**src/rtl/regfile_access_master_if.sv**
```systemverilog
// Command/response channel and single-port register-file bus of regfile_access_master.
// The master modport is the initiator's view; slave is the command source plus register file.
interface regfile_access_master_if #(
    parameter int unsigned XLEN  = 64,
    parameter int unsigned RBITS = 5
);
    logic             cmd_valid;
    logic             cmd_ready;
    logic [1:0]       cmd_op;
    logic [RBITS-1:0] cmd_rd;
    logic [RBITS-1:0] cmd_rs;
    logic [XLEN-1:0]  cmd_data;
    logic             rsp_valid;
    logic             rsp_ready;
    logic [XLEN-1:0]  rsp_data;
    logic [RBITS-1:0] rf_reg_num;
    logic             rf_write;
    logic [XLEN-1:0]  rf_wdata;
    logic [XLEN-1:0]  rf_rdata;

    modport master (
        input  cmd_valid, cmd_op, cmd_rd, cmd_rs, cmd_data, rsp_ready, rf_rdata,
        output cmd_ready, rsp_valid, rsp_data, rf_reg_num, rf_write, rf_wdata
    );

    modport slave (
        output cmd_valid, cmd_op, cmd_rd, cmd_rs, cmd_data, rsp_ready, rf_rdata,
        input  cmd_ready, rsp_valid, rsp_data, rf_reg_num, rf_write, rf_wdata
    );
endinterface

```
**src/rtl/regfile_access_master.sv**
```systemverilog
// Command-driven initiator for the single-port register file: turns READ/WRITE/COPY/ADD
// commands into sequenced read/write port cycles and returns one response per command.
module regfile_access_master #(
    parameter int unsigned XLEN         = 64,
    parameter int unsigned RBITS        = 5,
    parameter bit          X0_HARDWIRED = 1'b1
) (
    input  logic                    clk,
    input  logic                    resetn,
    regfile_access_master_if.master bus
);
    typedef enum logic [1:0] {IDLE, RD, WR, RESP} state_t;
    typedef enum logic [1:0] {
        OP_READ  = 2'b00,
        OP_WRITE = 2'b01,
        OP_COPY  = 2'b10,
        OP_ADD   = 2'b11
    } op_t;

    state_t           state;
    state_t           state_nxt;
    op_t              op_q;
    op_t              cmd_op;
    logic [RBITS-1:0] rd_q;
    logic [RBITS-1:0] reg_num_q;
    logic [XLEN-1:0]  data_q;
    logic [XLEN-1:0]  wdata_q;
    logic [XLEN-1:0]  rsp_data_q;

    logic             accept;
    logic             rd_suppress;
    logic             cmd_ready_c;
    logic             rsp_valid_c;
    logic             rf_write_c;
    logic [XLEN-1:0]  rd_value;
    logic [XLEN-1:0]  wr_value;

    assign cmd_op      = op_t'(bus.cmd_op);
    assign accept      = bus.cmd_valid && cmd_ready_c;
    assign rd_suppress = X0_HARDWIRED && (rd_q == '0);

    // During RD, reg_num_q holds rs; reg 0 reads as zero when hardwired
    assign rd_value = (X0_HARDWIRED && (reg_num_q == '0)) ? '0 : bus.rf_rdata;
    assign wr_value = (op_q == OP_ADD) ? rd_value + data_q : rd_value;

    always_ff @(posedge clk) begin
        if (!resetn) begin
            state <= IDLE;
        end else begin
            state <= state_nxt;
        end
    end

    always_comb begin
        state_nxt   = state;
        cmd_ready_c = 1'b0;
        rsp_valid_c = 1'b0;
        rf_write_c  = 1'b0;
        case (state)
            IDLE: begin
                cmd_ready_c = resetn;
                if (bus.cmd_valid && resetn) begin
                    state_nxt = (cmd_op == OP_WRITE) ? WR : RD;
                end
            end
            RD: begin
                state_nxt = (op_q == OP_READ) ? RESP : WR;
            end
            WR: begin
                rf_write_c = resetn && !rd_suppress;
                state_nxt  = RESP;
            end
            RESP: begin
                rsp_valid_c = resetn;
                if (bus.rsp_ready) begin
                    state_nxt = IDLE;
                end
            end
            default: state_nxt = IDLE;
        endcase
    end

    // The read value is folded straight into the write-data register at the end of RD,
    // so no separate read latch is kept; WR then echoes that register as the response.
    always_ff @(posedge clk) begin
        if (!resetn) begin
            op_q       <= OP_READ;
            rd_q       <= '0;
            data_q     <= '0;
            reg_num_q  <= '0;
            wdata_q    <= '0;
            rsp_data_q <= '0;
        end else begin
            case (state)
                IDLE: begin
                    if (accept) begin
                        op_q   <= cmd_op;
                        rd_q   <= bus.cmd_rd;
                        data_q <= bus.cmd_data;
                        if (cmd_op == OP_WRITE) begin
                            reg_num_q <= bus.cmd_rd;
                            wdata_q   <= bus.cmd_data;
                        end else begin
                            reg_num_q <= bus.cmd_rs;
                        end
                    end
                end
                RD: begin
                    if (op_q == OP_READ) begin
                        rsp_data_q <= rd_value;
                    end else begin
                        reg_num_q <= rd_q;
                        wdata_q   <= wr_value;
                    end
                end
                WR: begin
                    rsp_data_q <= rd_suppress ? '0 : wdata_q;
                end
                default: ;
            endcase
        end
    end

    assign bus.cmd_ready  = cmd_ready_c;
    assign bus.rsp_valid  = rsp_valid_c;
    assign bus.rf_write   = rf_write_c;
    assign bus.rf_reg_num = reg_num_q;
    assign bus.rf_wdata   = wdata_q;
    assign bus.rsp_data   = rsp_data_q;
endmodule

```
**src/flat_wrapper.sv**
```systemverilog
// flat-port wrapper written by rule: the top's interface ports become plain ports
module regfile_access_master_flat 
#(
    parameter int unsigned XLEN         = 64,
    parameter int unsigned RBITS        = 5,
    parameter bit          X0_HARDWIRED = 1'b1
)
  (clk, resetn, bus_cmd_valid, bus_cmd_op, bus_cmd_rd, bus_cmd_rs, bus_cmd_data, bus_rsp_ready, bus_rf_rdata, bus_cmd_ready, bus_rsp_valid, bus_rsp_data, bus_rf_reg_num, bus_rf_write, bus_rf_wdata);
  regfile_access_master_if #(.XLEN(XLEN), .RBITS(RBITS)) bus_i ();
  input  logic clk;
  input  logic resetn;
  input wire logic [$bits(bus_i.cmd_valid)-1:0] bus_cmd_valid;
  input wire logic [$bits(bus_i.cmd_op)-1:0] bus_cmd_op;
  input wire logic [$bits(bus_i.cmd_rd)-1:0] bus_cmd_rd;
  input wire logic [$bits(bus_i.cmd_rs)-1:0] bus_cmd_rs;
  input wire logic [$bits(bus_i.cmd_data)-1:0] bus_cmd_data;
  input wire logic [$bits(bus_i.rsp_ready)-1:0] bus_rsp_ready;
  input wire logic [$bits(bus_i.rf_rdata)-1:0] bus_rf_rdata;
  output wire logic [$bits(bus_i.cmd_ready)-1:0] bus_cmd_ready;
  output wire logic [$bits(bus_i.rsp_valid)-1:0] bus_rsp_valid;
  output wire logic [$bits(bus_i.rsp_data)-1:0] bus_rsp_data;
  output wire logic [$bits(bus_i.rf_reg_num)-1:0] bus_rf_reg_num;
  output wire logic [$bits(bus_i.rf_write)-1:0] bus_rf_write;
  output wire logic [$bits(bus_i.rf_wdata)-1:0] bus_rf_wdata;
  assign bus_i.cmd_valid = bus_cmd_valid;
  assign bus_i.cmd_op = bus_cmd_op;
  assign bus_i.cmd_rd = bus_cmd_rd;
  assign bus_i.cmd_rs = bus_cmd_rs;
  assign bus_i.cmd_data = bus_cmd_data;
  assign bus_i.rsp_ready = bus_rsp_ready;
  assign bus_i.rf_rdata = bus_rf_rdata;
  assign bus_cmd_ready = bus_i.cmd_ready;
  assign bus_rsp_valid = bus_i.rsp_valid;
  assign bus_rsp_data = bus_i.rsp_data;
  assign bus_rf_reg_num = bus_i.rf_reg_num;
  assign bus_rf_write = bus_i.rf_write;
  assign bus_rf_wdata = bus_i.rf_wdata;
  regfile_access_master #(.XLEN(XLEN), .RBITS(RBITS), .X0_HARDWIRED(X0_HARDWIRED)) u_core (.clk(clk), .resetn(resetn), .bus(bus_i));
endmodule
```
**config.mk**
```make
export PLATFORM = sky130hd
export DESIGN_NAME = regfile_access_master_flat
export DESIGN_NICKNAME = d
export VERILOG_FILES = /design/src/rtl/regfile_access_master_if.sv /design/src/rtl/regfile_access_master.sv /design/src/flat_wrapper.sv
export SDC_FILE = /design/constraint.sdc
export NUM_CORES = 1
export LEC_CHECK = 0
export BUFFER_PORTS_ARGS = -buffer_cell sky130_fd_sc_hd__buf_2
export CAP_MARGIN = 20
export CELL_PAD_IN_SITES_DETAIL_PLACEMENT = 1
export CELL_PAD_IN_SITES_GLOBAL_PLACEMENT = 1
export CORE_ASPECT_RATIO = 0.6
export CORE_UTILIZATION = 44
export DETAILED_ROUTE_END_ITERATION = 10
export MAX_ROUTING_LAYER = met4
export PLACE_DENSITY_LB_ADDON = 0.1
export SKIP_LAST_GASP = 1
export SLEW_MARGIN = 10
export SYNTH_ARGS = -nofsm -noshare
export SYNTH_HDL_FRONTEND = slang
export SYNTH_SLANG_ARGS = --single-unit
```
**constraint.sdc**
```tcl
create_clock -name clk -period 10.2 [get_ports clk]
set_clock_uncertainty 0.15 [all_clocks]
set_input_delay 1.02 -clock clk [delete_from_list [all_inputs] [get_ports clk]]
set_output_delay 1.02 -clock clk [all_outputs]
set_load 0.05 [all_outputs]
```
==> summary.md <==
| Metric | Value |
|---|---|
| Mapped Area | `approximately 0.013 mm2` |
| Crit path max fanout | `35` |
| Worst R2R Path Depth | `15` |
| P per Cell Area | `around 380 mW/mm2` |
| Die Span Y | `137 um` |
| Logic pwr share | `0.637` |
| # DRC | `0` |
| Share of synthesized cell area in full adder, half adder and majority cells | `0.0645` |
| GRT overflow | `0` |
| Die W | `226 um` |
| Fin. max-slew vios | `0` |
| Max_cap viols | `0` |
| Vias per cell | `6.10` |
| Total Wirelength | `53.9 mm` |
| I/O pins | `280` |
| CTS buffer count | `22` |
| Period utilization | `0.550` |
| Hold Crit Start | `u_core.data_q[15]` |
| Post-Syn Area per Cell | `7.58 um2` |
| First-pass GRT wire length | `81.3 mm` |
| Share of the synthesized area in the top cell type | `0.310` |
| Initial antenna violation count | `5` |
| Main combinational cell family by area after synthesis | `compound AO/OA/AOI/OAI gates` |
| Clock Latency Late Sink | `540 ps` |
| Port Buffers | `279` |
| CP Launch Type | `flop` |
| Worst slew pin tran | `1010 ps` |
| Switch share | `0.547` |
| CP Capture Type | `flop` |
| Status | `finished clean` |
| Die area | `0.0310 mm2` |
| Synth Area in Simple Gates | `0.191` |
| Hpwl dp | `38.3 mm` |
| Unrepaired setup endpoints after global routing | `no` |
| Gp weighted congestion | `0.968` |
| Predominant post-synthesis flop cell | `dfxtp_1` |
| Initial Util | `0.455` |
| Sw Pwr | `3.17 mW` |
| Clock share of power | `0.153` |
| Crit path kind | `flop to flop` |
| Clock Path Buffers | `3` |
| Worst Hold Class | `flop to flop` |
| Number of global-route vias before repair | `13,833` |
| XOR/XNOR share of the synthesized area | `0.0382` |
| Reg2reg setup slack | `4590 ps` |
| Reg power frac | `0.210` |
| Antenna Nets Post-Route | `0` |
| Cell taking the most area after synthesis | `dfxtp_1` |
| Core Region | `between 0.02 and 0.03 mm2` |
| P_leak | `7.08 nW` |
| Synth warnings | `0` |
| H-tree depth | `1` |
| Number of instances in the placed design | `between 2,000 and 2,500` |
| Tot Pwr | `5.80 mW` |
| GRT Util Overall | `0.349` |
| Post-CTS sizing | `0` |
| Routed wire length per instance | `between 20 and 25 um` |
| Clock root cell | `clkbuf_16` |
| Worst Setup SP | `u_core.bus.rf_reg_num[4]` |
| Post-synthesis cell type count | `83` |
| Post-synthesis mux area share | `0.00978` |
| Data required, critical path | `between 10,000 and 15,000 ps` |
| Fraction of layout cells with a size suffix above 1 | `0.194` |
| P_int | `roughly 2.6 mW` |
| CTS sink cnt | `206` |
| Ranking of synthesized cells by area | `dfxtp_1 (31%), nand2_1 (8.7%), o21ai_0 (7.4%)` |
| Worst EP arrival | `roughly 5900 ps` |
| R2R Path Start | `u_core.bus.rf_reg_num[4]` |
| Seq/Total Area, Yosys | `0.310` |
| Setup Fix Bufs, Post-CTS | `0` |
| Worst Setup EP | `u_core.bus.rf_wdata[57]` |
| Non-Filler Instances | `around 2,300` |
| Worst R2R End | `u_core.bus.rf_wdata[57]` |
| Reg clk slew, reported paths | `~70 ps` |
| Compound-cell area share of the yosys netlist | `0.316` |
| Number of synthesized flops with an enable pin | `0` |
| IR Drop Worst-Case VDD | `0.000249 V` |
| Area Growth Syn to Fin | `16.1%` |
| Flops & latches, synth | `slightly above 200` |
| Drt initial violations | `1,106` |
| Largest net degree at the start of global routing | `86` |
| Final min period | `5610 ps` |
| Final setup viols | `0` |
| Final net count | `2,142` |
| Cells after Synth | `1,754` |
| Async set or reset register ratio after synthesis | `0` |
| Post-Syn Nets | `~2,000` |
| Layout Utilization | `0.528` |
| DR vias | `14,330` |
| Max Fclk | `about 180 MHz` |
| Setup TNS | `0 ps` |
| CTS tree | `done` |
| # rows | `48` |
| Cts hold-fix bufs | `0` |
| Fin. Hold Viols | `0` |
| Pre-antenna DRT Iters | `5` |
| Fillers | `3,750` |
| Relative slew slack | `0.327` |
-- area by class of cell --
class	count	area [um2]	share of cell area
diodes	5	12.5	0.000811
well taps	400	500	0.0324
clock buffers	30	641	0.0415
clock inverters	8	130	0.00843
repair buffers	297	1530	0.0992
multi-input cells	1352	8300	0.538
flip-flops and latches	206	4120	0.267
inverters	51	194	0.0126
-- per-layer routing --
layer / routed length, um / GRT usage / vias up
met3: 4080 / 0.0610 / 59
met5: 0 / - / -
met4: 1060 / 0.0747 / 0
met2: 22000 / 0.487 / 555
li1: - / - / 6642
met1: 26700 / 0.517 / 7074
-- logic make-up (layout without fill, tap and decap cells) --
| logic type | count (synthesis) | after routing |
|---|---|---|
| fa+ha+maj | 68 | 68 |
| mux | 13 | 13 |
| simple gates | 582 | 582 |
| other cells | 0 | 5 |
| xor+xnor | 58 | 58 |
| flops | 206 | 206 |
| buf+inv | 196 | 386 |
| compound gates | 631 | 631 |
-- state kept, by name, summed over array words and instances, names as in the netlist --
register and flops:
u_core.bus.rf_wdata 64, u_core.bus.rsp_data 64, u_core.data_q 64, u_core.bus.rf_reg_num 5, u_core.rd_q 5, u_core.op_q 2
u_core.state 2
-- power groups by stage --
stage / logic, mW / clock network [mW] / registers (mW)
final: 3.70 / 0.886 / 1.22
after global routing: 3.95 / 0.921 / 1.24
after CTS: 3.63 / 0.895 / 1.21
after detailed placement: 3.59 / 0 / 1.22
after global placement: 3.52 / 0 / 1.22
after floorplan: 2.13 / 0 / 1.76
-- stage by stage --
step	worst slack, ps	area, um2	hold WS (ps)
floorplan	6020	13300	290
global placement	4920	14600	299
detailed placement	4840	14600	307
CTS	4790	15400	319
global route	4370	15400	336
finish	4590	15400	316
-- synthesized netlist by cell type, types with 21 or more instances --
library cell / count
o211ai_1: 64
ha_1: 67
nand2_1: 307
dfxtp_1: 206
o21ai_0: 197
nor2_1: 127
nor3_1: 27
a221oi_1: 21
a21o_1: 56
and2_1: 39
a21oi_1: 126
xnor2_1: 39
clkbuf_1: 120
nand4_1: 21
a221o_1: 57
inv_1: 49
-- critical path, cell delays in order (launching register included) --
cell,delay (ps)
dfxtp_1,320
nor3_1,430
nand2_2,600
and2_1,430
ha_1,400
o211ai_1,160
o21a_1,230
nor4_1,470
o311ai_1,210
a21oi_1,380
a21oi_2,180
o31ai_2,500
a31oi_1,370
and3_1,300
o221ai_1,200
a21oi_1,100
-- cells in the final DEF (no fill, tap or decap), types with 5 or more instances in the layout --
cell	count
nand2_1	304
buf_2	279
dfxtp_1	206
o21ai_0	197
nor2_1	126
a21oi_1	123
ha_1	66
o211ai_1	64
a221o_1	57
a21o_1	55
inv_1	49
xnor2_1	39
and2_1	37
nor3_1	27
clkbuf_16	22
a221oi_1	21
nand4_1	21
xor2_1	19
buf_4	18
nand3_1	17
a211oi_1	16
o21bai_1	15
mux2i_1	13
a31oi_1	10
and3_1	10
nand2b_1	6
a21o_2	6
nor2b_1	6
clkbuf_8	6
diode_2	5
o21a_1	5
o31ai_1	5
-- how the worst min path moves through the flow --
stage                        end  slack (ps)  cells after the start
2_1_floorplan  u_core.data_q[32]         290                      2
4_1_cts        u_core.data_q[15]         320                      2
5_1_grt        u_core.data_q[61]         340                      2
6_report       u_core.data_q[15]         320                      2
3_5_place_dp   u_core.data_q[35]         310                      2
3_3_place_gp   u_core.data_q[20]         300                      2
Note: power is estimated with default switching activity, not from simulation.
